### config.mk
export PLATFORM = sky130hd
export DESIGN_NAME = layer2_bin_writer
export DESIGN_NICKNAME = d
export VERILOG_FILES = /design/src/rtl/layer2_bin_writer_pkg.sv /design/src/rtl/layer2_bin_writer_binarize.sv /design/src/rtl/layer2_bin_writer.sv
export SDC_FILE = /design/constraint.sdc
export NUM_CORES = 1
export LEC_CHECK = 0
export ABC_CLOCK_PERIOD_IN_PS = 2400
export CAP_MARGIN = 25
export CORE_UTILIZATION = 48
export CTS_BUF_LIST = sky130_fd_sc_hd__clkbuf_8
export DETAILED_ROUTE_END_ITERATION = 8
export DONT_BUFFER_PORTS = 1
export MAX_ROUTING_LAYER = met4
export PLACE_DENSITY_LB_ADDON = 0.25
export SLEW_MARGIN = 10
export SYNTH_ARGS = -nofsm -noshare
export SYNTH_HDL_FRONTEND = slang
export SYNTH_SLANG_ARGS = --single-unit
### constraint.sdc
create_clock -name clk -period 2.4 [get_ports clk]
set_clock_uncertainty 0.1 [all_clocks]
set_input_delay 0.48 -clock clk [delete_from_list [all_inputs] [get_ports clk]]
set_output_delay 0.48 -clock clk [all_outputs]
set_load 0.05 [all_outputs]
### src/rtl/layer2_bin_writer_pkg.sv
// layer2_bin_writer_pkg: shared sizing constants and writer state encoding
package layer2_bin_writer_pkg;
  localparam int DEPTH = 512;
  localparam int ADDR_W = 9;
  localparam int ACC_W = 16;
  localparam logic signed [ACC_W-1:0] THRESH = '0;
  typedef enum logic [1:0] {IDLE = 2'd0, FILL = 2'd1, FULL = 2'd2} state_t;
endpackage

### src/rtl/layer2_bin_writer_binarize.sv
// layer2_binarize: signed threshold compare, 1 when data >= thresh
module layer2_binarize #(
  parameter int ACC_W = 16,
  parameter logic signed [ACC_W-1:0] THRESH = '0
) (
  input  logic [ACC_W-1:0] data,
  output logic             q
);
  assign q = $signed(data) >= THRESH;
endmodule

### src/rtl/layer2_bin_writer.sv
// layer2_bin_writer: binarizes a layer2 accumulator stream into a 512x1 frame buffer
module layer2_bin_writer #(
  parameter int DEPTH = 512,
  parameter int ADDR_W = 9,
  parameter int ACC_W = 16,
  parameter logic signed [ACC_W-1:0] THRESH = '0
) (
  input  logic              clk,
  input  logic              rst,
  input  logic              in_valid,
  output logic              in_ready,
  input  logic [ACC_W-1:0]  in_data,
  input  logic              in_last,
  output logic              wea,
  output logic [ADDR_W-1:0] addra,
  output logic              dina,
  output logic              buf_valid,
  input  logic              rd_ack,
  output logic [ADDR_W:0]   ones_cnt,
  output logic [ADDR_W:0]   wr_cnt,
  output logic              err
);
  import layer2_bin_writer_pkg::*;
  state_t state, state_next;
  logic [ADDR_W-1:0] ptr;
  logic hs, bit_v, last_slot, frame_end, first;
  layer2_binarize #(.ACC_W(ACC_W), .THRESH(THRESH)) u_bin (.data(in_data), .q(bit_v));
  assign hs = in_valid & in_ready;
  assign last_slot = ptr == ADDR_W'(DEPTH - 1);
  assign frame_end = hs & (in_last | last_slot);
  assign first = state == IDLE;
  // the reader only gets to release the buffer once it has actually seen buf_valid
  always_comb begin
    state_next = state;
    state_next = state == FULL ? ((buf_valid & rd_ack) ? IDLE : FULL)
               : frame_end ? FULL : hs ? FILL : state;
  end
  always_ff @(posedge clk) begin
    if (rst) begin
      state <= IDLE;
      ptr <= '0;
      in_ready <= 1'b0;
      wea <= 1'b0;
      addra <= '0;
      dina <= 1'b0;
      buf_valid <= 1'b0;
      ones_cnt <= '0;
      wr_cnt <= '0;
      err <= 1'b0;
    end else begin
      state <= state_next;
      in_ready <= state_next != FULL;
      wea <= hs;
      buf_valid <= state == FULL && state_next == FULL;
      if (hs) begin
        addra <= ptr;
        dina <= bit_v;
        wr_cnt <= (first ? '0 : wr_cnt) + (ADDR_W+1)'(1);
        ones_cnt <= (first ? '0 : ones_cnt) + (ADDR_W+1)'(bit_v);
        err <= (first ? 1'b0 : err) | (in_last != last_slot);
        ptr <= frame_end ? ptr : ptr + ADDR_W'(1);
      end
      if (state == FULL && state_next == IDLE) ptr <= '0;
    end
  end
endmodule

==> run metrics <==
outcome completed; most frequent cell after synthesis dfxtp_1; flops & latches, synth 45; Post-Syn Area 2073 µm²; final setup fails 0; PnR worst setup slack 0.3637 ns; vias per cell 5.667; TritonCTS Sinks 45; I/O pin total 55; Die ar. 4586 µm²; Detail Route Antenna Nets 0; Power Density 592.8 nW/µm²; async set or reset register ratio after synthesis 0; max cap viols 0; Final min period 2.036 ns; Vias 1802; critical path's top delay family simple AND/OR/NAND/NOR gates; initial antenna violation count 0; DP Wirelength 3.098 mm; fillcell total 389; DP Area 2221 µm²; Max Freq 491.1 MHz; max-slew violation count 0; Post-synth top cells 45 x dfxtp_1, 36 x a21oi_1, 33 x nand2_1, 25 x nor2_1, 17 x o21ai_0; diode count 0; first-pass GRT wire length 7.355 mm; H-tree Lvls 2; core region area 4086 µm²; arrival time worst endpoint 2.17 ns; Core Rows 23; top sig layer met4; Root Buffer clkbuf_8; Hold Fails Final Rpt 0; pre-CTS setup slack 0.3904 ns; drt first-iter violations 102; met3 WL post-DR 296 µm; # port buffers 0; leak pwr 0.0008229 µW; CP startpoint kind flop; utilization after layout 0.5658; critical path endpoint category flop; most frequent CP cell a21oi_1; CTS tree yes; met1 WL 2.023 mm; setup_tns 0 ns; nets@finish 294; post_cts resized 0; DR DRC count 0; Seq/Total Area, Yosys 0.4345; Routed Wire Length 4.405 mm; crit share post-route 0.8484; Layout Area Growth over Synthesis 11.53%; post-CTS setup buffers 0; syn_area_per_cell 8.195 µm²; synth top area cells dfxtp_1 43%, a21oi_1 8.7%, nand2_1 6.0%; Crit Path Max Fanout 8; largest net degree at the start of global routing 36; slowest CP cell or2_2; die height 67.72 µm; GRT Overall Usage 0.2221; Worst Path Buf+Inv 1; Synth top area share 0.4345; Initial Util 0.5073; gr ovfl total 0; Reg clk slew, reported paths 0.09 ns; peak supply drop 0.3569 mV; unrepaired setup endpoints after global routing no; Critical Path RT 2.53 ns; total CTS buffers 5; length of routed met2 wiring 1.997 mm; clk_lat worst skew 0.30 ns; Final Cell Area 2312 µm²; YS warnings 0; Post-Synthesis Cells 253; Post-synth EDFFs 0; Synth cell types 43; Worst Hold Class in -> reg; chip width 67.72 µm; post-DR wirelength/cell 13.85 µm; syn_nets 280; share of cells above drive strength 1 0.1455; crit-path max cell delay 0.37 ns; Slew @ Worst Pin 0.7469 ns; vias in the first global route 1653; Main synth FF type dfxtp_1; cell taking the most area after synthesis dfxtp_1; placer congestion estimate 0.7571; CP Class reg -> reg; crit-path cells or2_2 -> buf_4 -> and2_1 -> ha_1 -> and4_1 -> a21oi_1 -> o21ai_0 -> a21oi_1; drt first pass iters 4; Rel. slew slack 0.5002; Max Root-Sink Buffers 2; CTS Hold Bufs 0
==> cell families after synthesis <==
kind of cell | synth area share
AND/OR/NAND/NOR | 0.2656
adder cells (fa/ha/maj) | 0.03621
flip-flops | 0.4345
AO/OA/AOI/OAI | 0.1792
buffers and inverters | 0.04948
multiplexers | 0.009656
XOR/XNOR | 0.02535
==> placed cells by master (no fill, tap or decap), drive strengths merged, types with 4 or more instances in the layout <==
| master | Yosys | final |
|---|---|---|
| and2 | 4 | 4 |
| buf | 10 | 23 |
| inv | 4 | 4 |
| nand3 | 14 | 14 |
| a21oi | 36 | 36 |
| or3 | 5 | 5 |
| o21ai | 17 | 17 |
| nor3 | 4 | 4 |
| ha | 6 | 6 |
| nor2 | 25 | 25 |
| dfxtp | 45 | 45 |
| and4 | 4 | 4 |
| clkbuf | 6 | 5 |
| nand2 | 33 | 33 |
==> where the power goes <==
part           internal [µW]  total [µW]  leakage, µW  switching, µW
clock                    207         481    0.0000481            275
sequential               757         778     0.000364           21.1
combinational           38.1         112     0.000411           73.4
==> layout make-up <==
cell class | count | area, µm² | area share
clock buffers | 5 | 68.82 | 0.02976
clock inverters | 3 | 22.52 | 0.009740
inverters | 4 | 15.01 | 0.006493
multi-input cells | 188 | 1070 | 0.4627
flip-flops and latches | 45 | 900.9 | 0.3896
well taps | 50 | 62.56 | 0.02706
repair buffers | 23 | 172.7 | 0.07468
==> registers in the layout, indices dropped and copies added (netlist names) <==
register and flops:
state 2, dina 1, wr_cnt 10, buf_valid 1, err 1, in_ready 1
ptr 9, wea 1, ones_cnt 10, addra 9
==> stage by stage <==
| stage | cells | power [µW] | hold slack [ns] |
|---|---|---|---|
| floorplan | 253 | 882.6 | 0.3494 |
| global placement | 310 | 907.1 | 0.3644 |
| detailed placement | 310 | 907.7 | 0.3750 |
| CTS | 318 | 1390 | 0.1216 |
| global route | 318 | 1419 | 0.1177 |
| finish | 318 | 1371 | 0.1354 |
==> path summary, 6_finish.rpt <==
kind,slack [ns],to,depth (start not counted),from
worst max-delay path,0.36,wr_cnt[6],8,state[1]
worst min-delay path,0.14,addra[0],1,rst
worst max register to register,0.36,wr_cnt[6],8,state[1]
worst min register to register,0.38,addra[8],2,ptr[8]
==> layer usage <==
metal / track usage / vias to the layer above
met5: - / -
met4: 0.1011 / 0
met3: 0.06250 / 9
met2: 0.3416 / 44
met1: 0.2670 / 826
li1: - / 923
No activity file was read; power rests on OpenSTA's default activity.
